`config.mk`:
```
export PLATFORM = sky130hd
export DESIGN_NAME = pll_reset_seq
export DESIGN_NICKNAME = d
export VERILOG_FILES = /design/src/rtl/pll_reset_seq.sv
export SDC_FILE = /design/constraint.sdc
export NUM_CORES = 1
export LEC_CHECK = 0
export BUFFER_PORTS_ARGS = -buffer_cell sky130_fd_sc_hd__buf_2
export CAP_MARGIN = 10
export CORE_MARGIN = 2
export CORE_UTILIZATION = 53
export DETAILED_ROUTE_END_ITERATION = 7
export PLACE_DENSITY_LB_ADDON = 0.3
export SYNTH_ARGS = -nofsm -noshare
export SYNTH_HDL_FRONTEND = slang
export SYNTH_SLANG_ARGS = --single-unit
```
`constraint.sdc`:
```
create_clock -name clk_in -period 2.5 [get_ports clk_in]
set_clock_uncertainty 0.05 [all_clocks]
set_input_delay 0.5 -clock clk_in [delete_from_list [all_inputs] [get_ports clk_in]]
set_output_delay 0.5 -clock clk_in [all_outputs]
set_load 0.02 [all_outputs]
```
`src/rtl/pll_reset_seq.sv`:
```
// PLL bring-up sequencer: resets the PLL, waits for a stable lock, then releases
// downstream reset domains one at a time; retries on lock timeout, faults after MAX_RETRIES.
module pll_reset_seq #(
    parameter int unsigned NUM_DOMAINS         = 2,
    parameter int unsigned RST_HOLD_CYCLES     = 16,
    parameter int unsigned LOCK_STABLE_CYCLES  = 1024,
    parameter int unsigned LOCK_TIMEOUT_CYCLES = 100000,
    parameter int unsigned MAX_RETRIES         = 3,
    parameter int unsigned STAGGER_CYCLES      = 8
) (
    input  logic                   clk_in,
    input  logic                   reset_n,
    input  logic                   pll_locked,
    input  logic                   sw_relock,
    output logic                   pll_rst,
    output logic [NUM_DOMAINS-1:0] domain_rst_n,
    output logic                   ready,
    output logic                   fault,
    output logic                   lock_lost,
    output logic [3:0]             retry_count
);

    localparam int unsigned MAX_AB  = (RST_HOLD_CYCLES > LOCK_STABLE_CYCLES) ?
                                      RST_HOLD_CYCLES : LOCK_STABLE_CYCLES;
    localparam int unsigned MAX_CD  = (LOCK_TIMEOUT_CYCLES > STAGGER_CYCLES) ?
                                      LOCK_TIMEOUT_CYCLES : STAGGER_CYCLES;
    localparam int unsigned CNT_MAX = (MAX_AB > MAX_CD) ? MAX_AB : MAX_CD;
    localparam int unsigned CNT_W   = $clog2(CNT_MAX + 1);

    typedef enum logic [2:0] {
        S_RESET_PLL,
        S_WAIT_LOCK,
        S_STABLE,
        S_RELEASE,
        S_RUN,
        S_FAULT
    } state_t;

    state_t                 state_q, state_d;
    logic [CNT_W-1:0]       cnt_q, cnt_d, cnt_inc;
    logic [1:0]             sync_q;
    logic                   lock_s;
    logic [NUM_DOMAINS-1:0] dom_q, dom_d;
    logic [3:0]             retry_q, retry_d, retry_inc;
    logic                   lost_q, lost_d;
    logic                   pll_rst_q, pll_rst_d;
    logic                   ready_q, ready_d;
    logic                   fault_q, fault_d;

    assign lock_s = sync_q[1];

    // Next state, counters and the registered-output values for the next cycle
    always_comb begin
        state_d   = state_q;
        cnt_inc   = (cnt_q == {CNT_W{1'b1}}) ? cnt_q : cnt_q + CNT_W'(1);
        cnt_d     = cnt_inc;
        retry_inc = (retry_q == 4'hF) ? retry_q : retry_q + 4'd1;
        retry_d   = retry_q;
        lost_d    = lost_q;
        dom_d     = '0;

        if (sw_relock) begin
            state_d = S_RESET_PLL;
            cnt_d   = '0;
            retry_d = '0;
            lost_d  = 1'b0;
        end else begin
            unique case (state_q)
                S_RESET_PLL: begin
                    if (cnt_q == CNT_W'(RST_HOLD_CYCLES - 1)) begin
                        state_d = S_WAIT_LOCK;
                        cnt_d   = '0;
                    end
                end
                S_WAIT_LOCK: begin
                    if (lock_s) begin
                        state_d = S_STABLE;
                        cnt_d   = '0;
                    end else if (cnt_q == CNT_W'(LOCK_TIMEOUT_CYCLES - 1)) begin
                        cnt_d   = '0;
                        retry_d = retry_inc;
                        state_d = (retry_inc == 4'(MAX_RETRIES)) ? S_FAULT : S_RESET_PLL;
                    end
                end
                S_STABLE: begin
                    if (!lock_s) begin
                        state_d = S_WAIT_LOCK;
                        cnt_d   = '0;
                    end else if (cnt_q == CNT_W'(LOCK_STABLE_CYCLES - 1)) begin
                        state_d = S_RELEASE;
                        cnt_d   = '0;
                    end
                end
                S_RELEASE: begin
                    if (!lock_s) begin
                        state_d = S_RESET_PLL;
                        cnt_d   = '0;
                        lost_d  = 1'b1;
                    end else if (cnt_q == CNT_W'(STAGGER_CYCLES - 1)) begin
                        cnt_d = '0;
                        if (&dom_q) begin
                            state_d = S_RUN;
                            retry_d = '0;
                        end
                    end
                end
                S_RUN: begin
                    if (!lock_s) begin
                        state_d = S_RESET_PLL;
                        cnt_d   = '0;
                        lost_d  = 1'b1;
                    end
                end
                S_FAULT: begin
                    cnt_d = cnt_q;
                end
                default: begin
                    state_d = S_RESET_PLL;
                    cnt_d   = '0;
                end
            endcase
        end

        // Domain mask grows by one bit every STAGGER_CYCLES while releasing
        unique case (state_d)
            S_RELEASE: begin
                if (state_q != S_RELEASE) begin
                    dom_d = NUM_DOMAINS'(1);
                end else if (cnt_q == CNT_W'(STAGGER_CYCLES - 1)) begin
                    dom_d = NUM_DOMAINS'({dom_q, 1'b1});
                end else begin
                    dom_d = dom_q;
                end
            end
            S_RUN:   dom_d = '1;
            default: dom_d = '0;
        endcase

        pll_rst_d = (state_d == S_RESET_PLL) || (state_d == S_FAULT);
        ready_d   = (state_d == S_RUN);
        fault_d   = (state_d == S_FAULT);
    end

    always_ff @(posedge clk_in) begin
        if (!reset_n) begin
            state_q   <= S_RESET_PLL;
            cnt_q     <= '0;
            sync_q    <= '0;
            dom_q     <= '0;
            retry_q   <= '0;
            lost_q    <= 1'b0;
            pll_rst_q <= 1'b1;
            ready_q   <= 1'b0;
            fault_q   <= 1'b0;
        end else begin
            state_q   <= state_d;
            cnt_q     <= cnt_d;
            sync_q    <= {sync_q[0], pll_locked};
            dom_q     <= dom_d;
            retry_q   <= retry_d;
            lost_q    <= lost_d;
            pll_rst_q <= pll_rst_d;
            ready_q   <= ready_d;
            fault_q   <= fault_d;
        end
    end

    assign pll_rst      = pll_rst_q;
    assign domain_rst_n = dom_q;
    assign ready        = ready_q;
    assign fault        = fault_q;
    assign lock_lost    = lost_q;
    assign retry_count  = retry_q;

endmodule

```
# ---- After elaboration in Yosys (flattened, before gate mapping)
# Cells that the tools add are included.
dict set report totals {
  ramBits 0
  rom_bits 0
  latchBits 0
  out_inout_bits 10
  n_memories 0
  in_bits 4
  wordCells 76
  register_bits 32
}
dict set report classes {
  shifts 0
  add_sub_neg 2
  reduce_logical 9
  n_eq_ne 22
  order_cmp 0
  div 0
  mux 32
  mul 0
  bitwise_logic 2
}
# op n
set op_table {}
lappend op_table {{$mux 17} 9}
lappend op_table {{$pmux 17 s6} 1}
lappend op_table {{$eq 17x17->1 const B} 2}
lappend op_table {{$mux 3} 11}
lappend op_table {{$mux 4} 6}
lappend op_table {{$pmux 3 s6} 1}
lappend op_table {{$add 17x1->17 const B} 1}
lappend op_table {{$eq 17x10->1 const B} 1}
lappend op_table {{$eq 17x3->1 const B} 1}
lappend op_table {{$eq 17x4->1 const B} 1}
lappend op_table {{$eq 3x3->1 const B} 4}
lappend op_table {{$ne 2x2->1 const B} 5}
lappend op_table {{$eq 3x2->1 const B} 3}
lappend op_table {{$pmux 4 s2} 1}
lappend op_table {{$logic_not 3->1} 2}
lappend op_table {{$reduce_and 6->1} 1}
lappend op_table {{$add 4x1->4 const B} 1}
lappend op_table {{$eq 4x2->1 const B} 1}
lappend op_table {{$eq 4x4->1 const B} 1}
lappend op_table {{$mux 2} 2}
lappend op_table {{$pmux 2 s2} 1}
lappend op_table {{$reduce_and 2->1} 2}
lappend op_table {{$reduce_or 2->1} 2}
lappend op_table {{$eq 3x1->1 const B} 1}
lappend op_table {{5 further kinds} 6}

# ---- Logic depth before layout (Yosys ltp)
dict set report depth {
  depth_word 10
  mapped_depth 9
  ltp_nobuf 8
}

# ---- Worst setup path after synthesis
# No wires, ideal clock.
dict set report synth_path {
  kind {flip-flop to flip-flop}
  start {register cnt_q[0]}
  end {register retry_q[2], in the netlist retry_count[2]}
  t_arrival_ps 2000
  path_slack_ps 365
  path_stages_with_launch 9
  t_required_ps 2364
  n_path_buf 0
  setup_time_ps 86
  path_cell_list {dfxtp_1 > ha_1 > nand3_2 > or2_1 > nor4_1 > nand2_1 > o31ai_2 > a21oi_1 > a211oi_1}
}
dict set report synth_via {
  elab_chain_cells 3
}
# item line
set synth_rtl {}
lappend synth_rtl {{start: declaration} 40} ;# logic [CNT_W-1:0] cnt_q, cnt_d, cnt_inc;
lappend synth_rtl {{start signal: assignment} 157} ;# cnt_q <= cnt_d;
lappend synth_rtl {{$eq 17x3->1 or $eq 17x17->1 (tied branches)} {99, 79}}
lappend synth_rtl {{$ne 2x2->1 (no source line)} --}
lappend synth_rtl {{$reduce_and 6->1 (no source line) (*)} --}
lappend synth_rtl {{end signal: assignment} 160} ;# retry_q <= retry_d;
lappend synth_rtl {{end: declaration} 44} ;# logic [3:0] retry_q, retry_d, retry_inc;
# Every way passes the cells marked *; elsewhere a longest branch is shown, timed or not.
# A chain may end at the register's enable or synchronous reset.

# ---- Final worst setup path
dict set report layout_path {
  start {register cnt_q[12]}
  end {register cnt_q[6]}
}
dict set report layout_via {
  elab_chain_cells 5
}
# item line
set layout_rtl {}
lappend layout_rtl {{$eq 17x17->1} 55} ;# cnt_inc = (cnt_q == {CNT_W{1'b1}}) ? cnt_q : cnt_q + CNT_W'(1);
lappend layout_rtl {{$mux 17} 55}
lappend layout_rtl {{$mux 17, on equally long branches} {99, 79, 89}}
lappend layout_rtl {{$mux 17, on equally long branches} {95, 76, 86}}
lappend layout_rtl {{$pmux 17 s6 (*)} 68} ;# unique case (state_q)
# Marked as above.

==> impl_metrics.json <==
{
  "cp-start-kind": "register",
  "ctsHoldBuffers": 0,
  "synth_edf_count": 0,
  "ff2ff_path_depth": 7,
  "synth.distinct_cells": 48,
  "pin_count": 14,
  "die_w_um": 61.8,
  "path_delay_family": "simple AND/OR/NAND/NOR gates",
  "dp.cells": 294,
  "p_per_area_nw_per_um2": 501,
  "setup-violations-final": 0,
  "cap_violations": 0,
  "fillCellCount": 291,
  "dieArea_um2": 3820,
  "cp_cell_sequence": "or3_1, or3_1, o21ai_2, and4_4, nand2_1, nand2_1, o311ai_0",
  "async_reset_ff_share_pct": 0,
  "hold_slack_ps": 316,
  "dr.pass1.iters": 4,
  "ant_nets": 0,
  "layout_commonest_cell": "nand2_1",
  "max_stage_delay_ps": 450,
  "clk_pin_slew_ps": 100,
  "ys_seq_area_share_pct": 36.2,
  "crit_slowest_cell": "or3_1",
  "min_path_cells": 2,
  "timing.final.crit_share_pct": 94.2,
  "syn_inst": 234,
  "nets": 263,
  "ir_drop_v": 0.000461,
  "fin_cells": 302,
  "p_total_mw": 1.04,
  "cp.depth": 7,
  "synth_area_um2": 1770,
  "antenna-diode-count": 0,
  "routed_wl_um": 4270,
  "slew_viol_final": 0,
  "drt_iter0_drc": 129,
  "postCtsSetupBuffers": 0,
  "insertion_delay_ps": 340,
  "path_class": "register to register",
  "post-route-drc-count": 0,
  "timing.fmax_ghz": 0.424,
  "cts_made_buffers": 5,
  "grt_max_degree": 22,
  "worst_pin_slew_ps": 514,
  "htreeDepth": 2,
  "gp_congestion": 0.972,
  "area_growth_pct": 16.9,
  "wire_per_inst_um": 14.1,
  "grt_overflow_total": 0,
  "cts.sinks": 32,
  "vias": 1791,
  "max_slew_margin_pct": 65.4,
  "grt_pass1_vias": 1583,
  "synth-main-ff-cell": "dfxtp_1",
  "p_leak_nw": 0.723,
  "critPathBufInv": 0,
  "cts_tree": "done",
  "grt_usage_pct": 24.7,
  "clk_path_buf_depth": 2,
  "start_util_pct": 56.6,
  "ys_warn_count": 0,
  "cp-end-kind": "register",
  "core_um2": 3130,
  "synth_nets": 240,
  "avgSynthCellArea_um2": 7.57,
  "period_minus_slack_ps": 2360,
  "required_ps": 2660,
  "grt_pass1_wl_um": 7010,
  "drive_above_1_share_pct": 16.7,
  "num_rows": 20,
  "status": "finished clean",
  "antenna_found_initial": 0,
  "synth-seq-cells": 32,
  "place_hpwl_um": 3070,
  "die_h_um": 61.8,
  "root_buffer": "clkbuf_4",
  "final_cell_mix": "nand2_1 (36), dfxtp_1 (32), nor2_1 (22)",
  "viasPerCell": 5.93,
  "hold_class": "input pin to register",
  "crit_path_max_fanout": 5,
  "cp_data_arrival_time_ps": 2520,
  "portBuffers": 13,
  "hold_viol": 0
}
-- routing by layer --
layer | vias to the layer above | part of all wire, % | global-route usage, %
li1 | 904 | - | -
met4 | 0 | 1.7 | 8.21
met1 | 836 | 46 | 31.0
met2 | 44 | 49 | 41.4
met5 | - | 0 | 0
met3 | 7 | 3.8 | 6.42
-- final timing paths --
| path | startpoint | endpoint | slack, ps |
|---|---|---|---|
| worst max-delay path | cnt_q[12] | cnt_q[6] | 140 |
| worst max register to register | cnt_q[12] | cnt_q[6] | 140 |
| worst min-delay path | pll_locked | sync_q[0] | 320 |
| worst min register to register | sync_q[0] | sync_q[1] | 400 |
-- report_power, final --
group          leakage, nW  switching, mW  internal, mW
logic                0.413         0.0313        0.0236
registers            0.259         0.0142         0.523
clock network       0.0515          0.179         0.265
-- per-stage QoR --
step | util [%] | setup WS, ps | TNS, ps | cell area (µm²)
after floorplan | - | 365 | 0 | 1770
after global placement | 62.0 | 68.7 | 0 | 1940
after detailed placement | 62.0 | 20.1 | 0 | 1940
after CTS | 65.2 | 23.9 | 0 | 2040
after global routing | 66.2 | -6.85 | -10.2 | 2070
final | 66.2 | 144 | 0 | 2070
-- final cells by class --
class | count | area, µm² | area share [%]
Inverter | 3 | 11.3 | 0.544
Tap cell | 44 | 55.1 | 2.66
Sequential cell | 32 | 641 | 30.9
Clock inverter | 1 | 30.0 | 1.45
Clock buffer | 7 | 65.1 | 3.14
Timing Repair Buffer | 25 | 155 | 7.49
Multi-Input combinational cell | 190 | 1110 | 53.8
-- state kept, by name (all words and copies together) (netlist names) --
register	count
cnt_q	17
retry_count	4
state_q	3
domain_rst_n	2
sync_q	2
fault	1
lock_lost	1
pll_rst	1
ready	1
-- timing repair --
| action | 4_1_cts | 5_1_grt |
|---|---|---|
| hold endpoints to repair | 0 | 0 |
| setup endpoints to repair | 1 | 18 |
| gates resized for setup | 1 | 4 |
-- synthesized netlist by cell type (2+ instances only) --
library cell | n | share of area [%]
o31ai_1 | 2 | 0.85
ha_1 | 2 | 1.4
and3_1 | 3 | 1.1
nand4_1 | 4 | 1.4
dfxtp_1 | 32 | 36
a22o_1 | 2 | 0.99
nand2_1 | 36 | 7.6
o22ai_1 | 3 | 1.1
xnor2_1 | 2 | 0.99
nand4b_1 | 3 | 1.5
a211oi_1 | 3 | 1.3
nand3_1 | 17 | 4.8
or2_2 | 2 | 0.71
clkbuf_1 | 5 | 1.1
inv_1 | 3 | 0.64
and2_1 | 6 | 2.1
nor4_1 | 4 | 1.4
a21o_1 | 4 | 1.7
a21oi_1 | 11 | 3.1
a41oi_1 | 3 | 1.5
nor2_1 | 22 | 4.7
a31oi_1 | 7 | 2.5
nor3_1 | 8 | 2.3
buf_2 | 2 | 0.56
o21ai_0 | 15 | 4.2
nand2b_1 | 4 | 1.4
or3_1 | 5 | 1.8
nor2b_1 | 4 | 1.4
-- cells by family after synthesis --
| kind of cell | after synthesis | synth area share (%) |
|---|---|---|
| AOI/OAI and AO/OA | 61 | 22.6 |
| xor gates and xnor gates | 2 | 0.989 |
| adders and majority gates | 2 | 1.41 |
| buffers and inverters | 12 | 3.11 |
| DFF | 32 | 36.2 |
| muxes | 1 | 0.565 |
| and+or+nand+nor | 124 | 35.2 |
(Power assumes the default switching activity.)
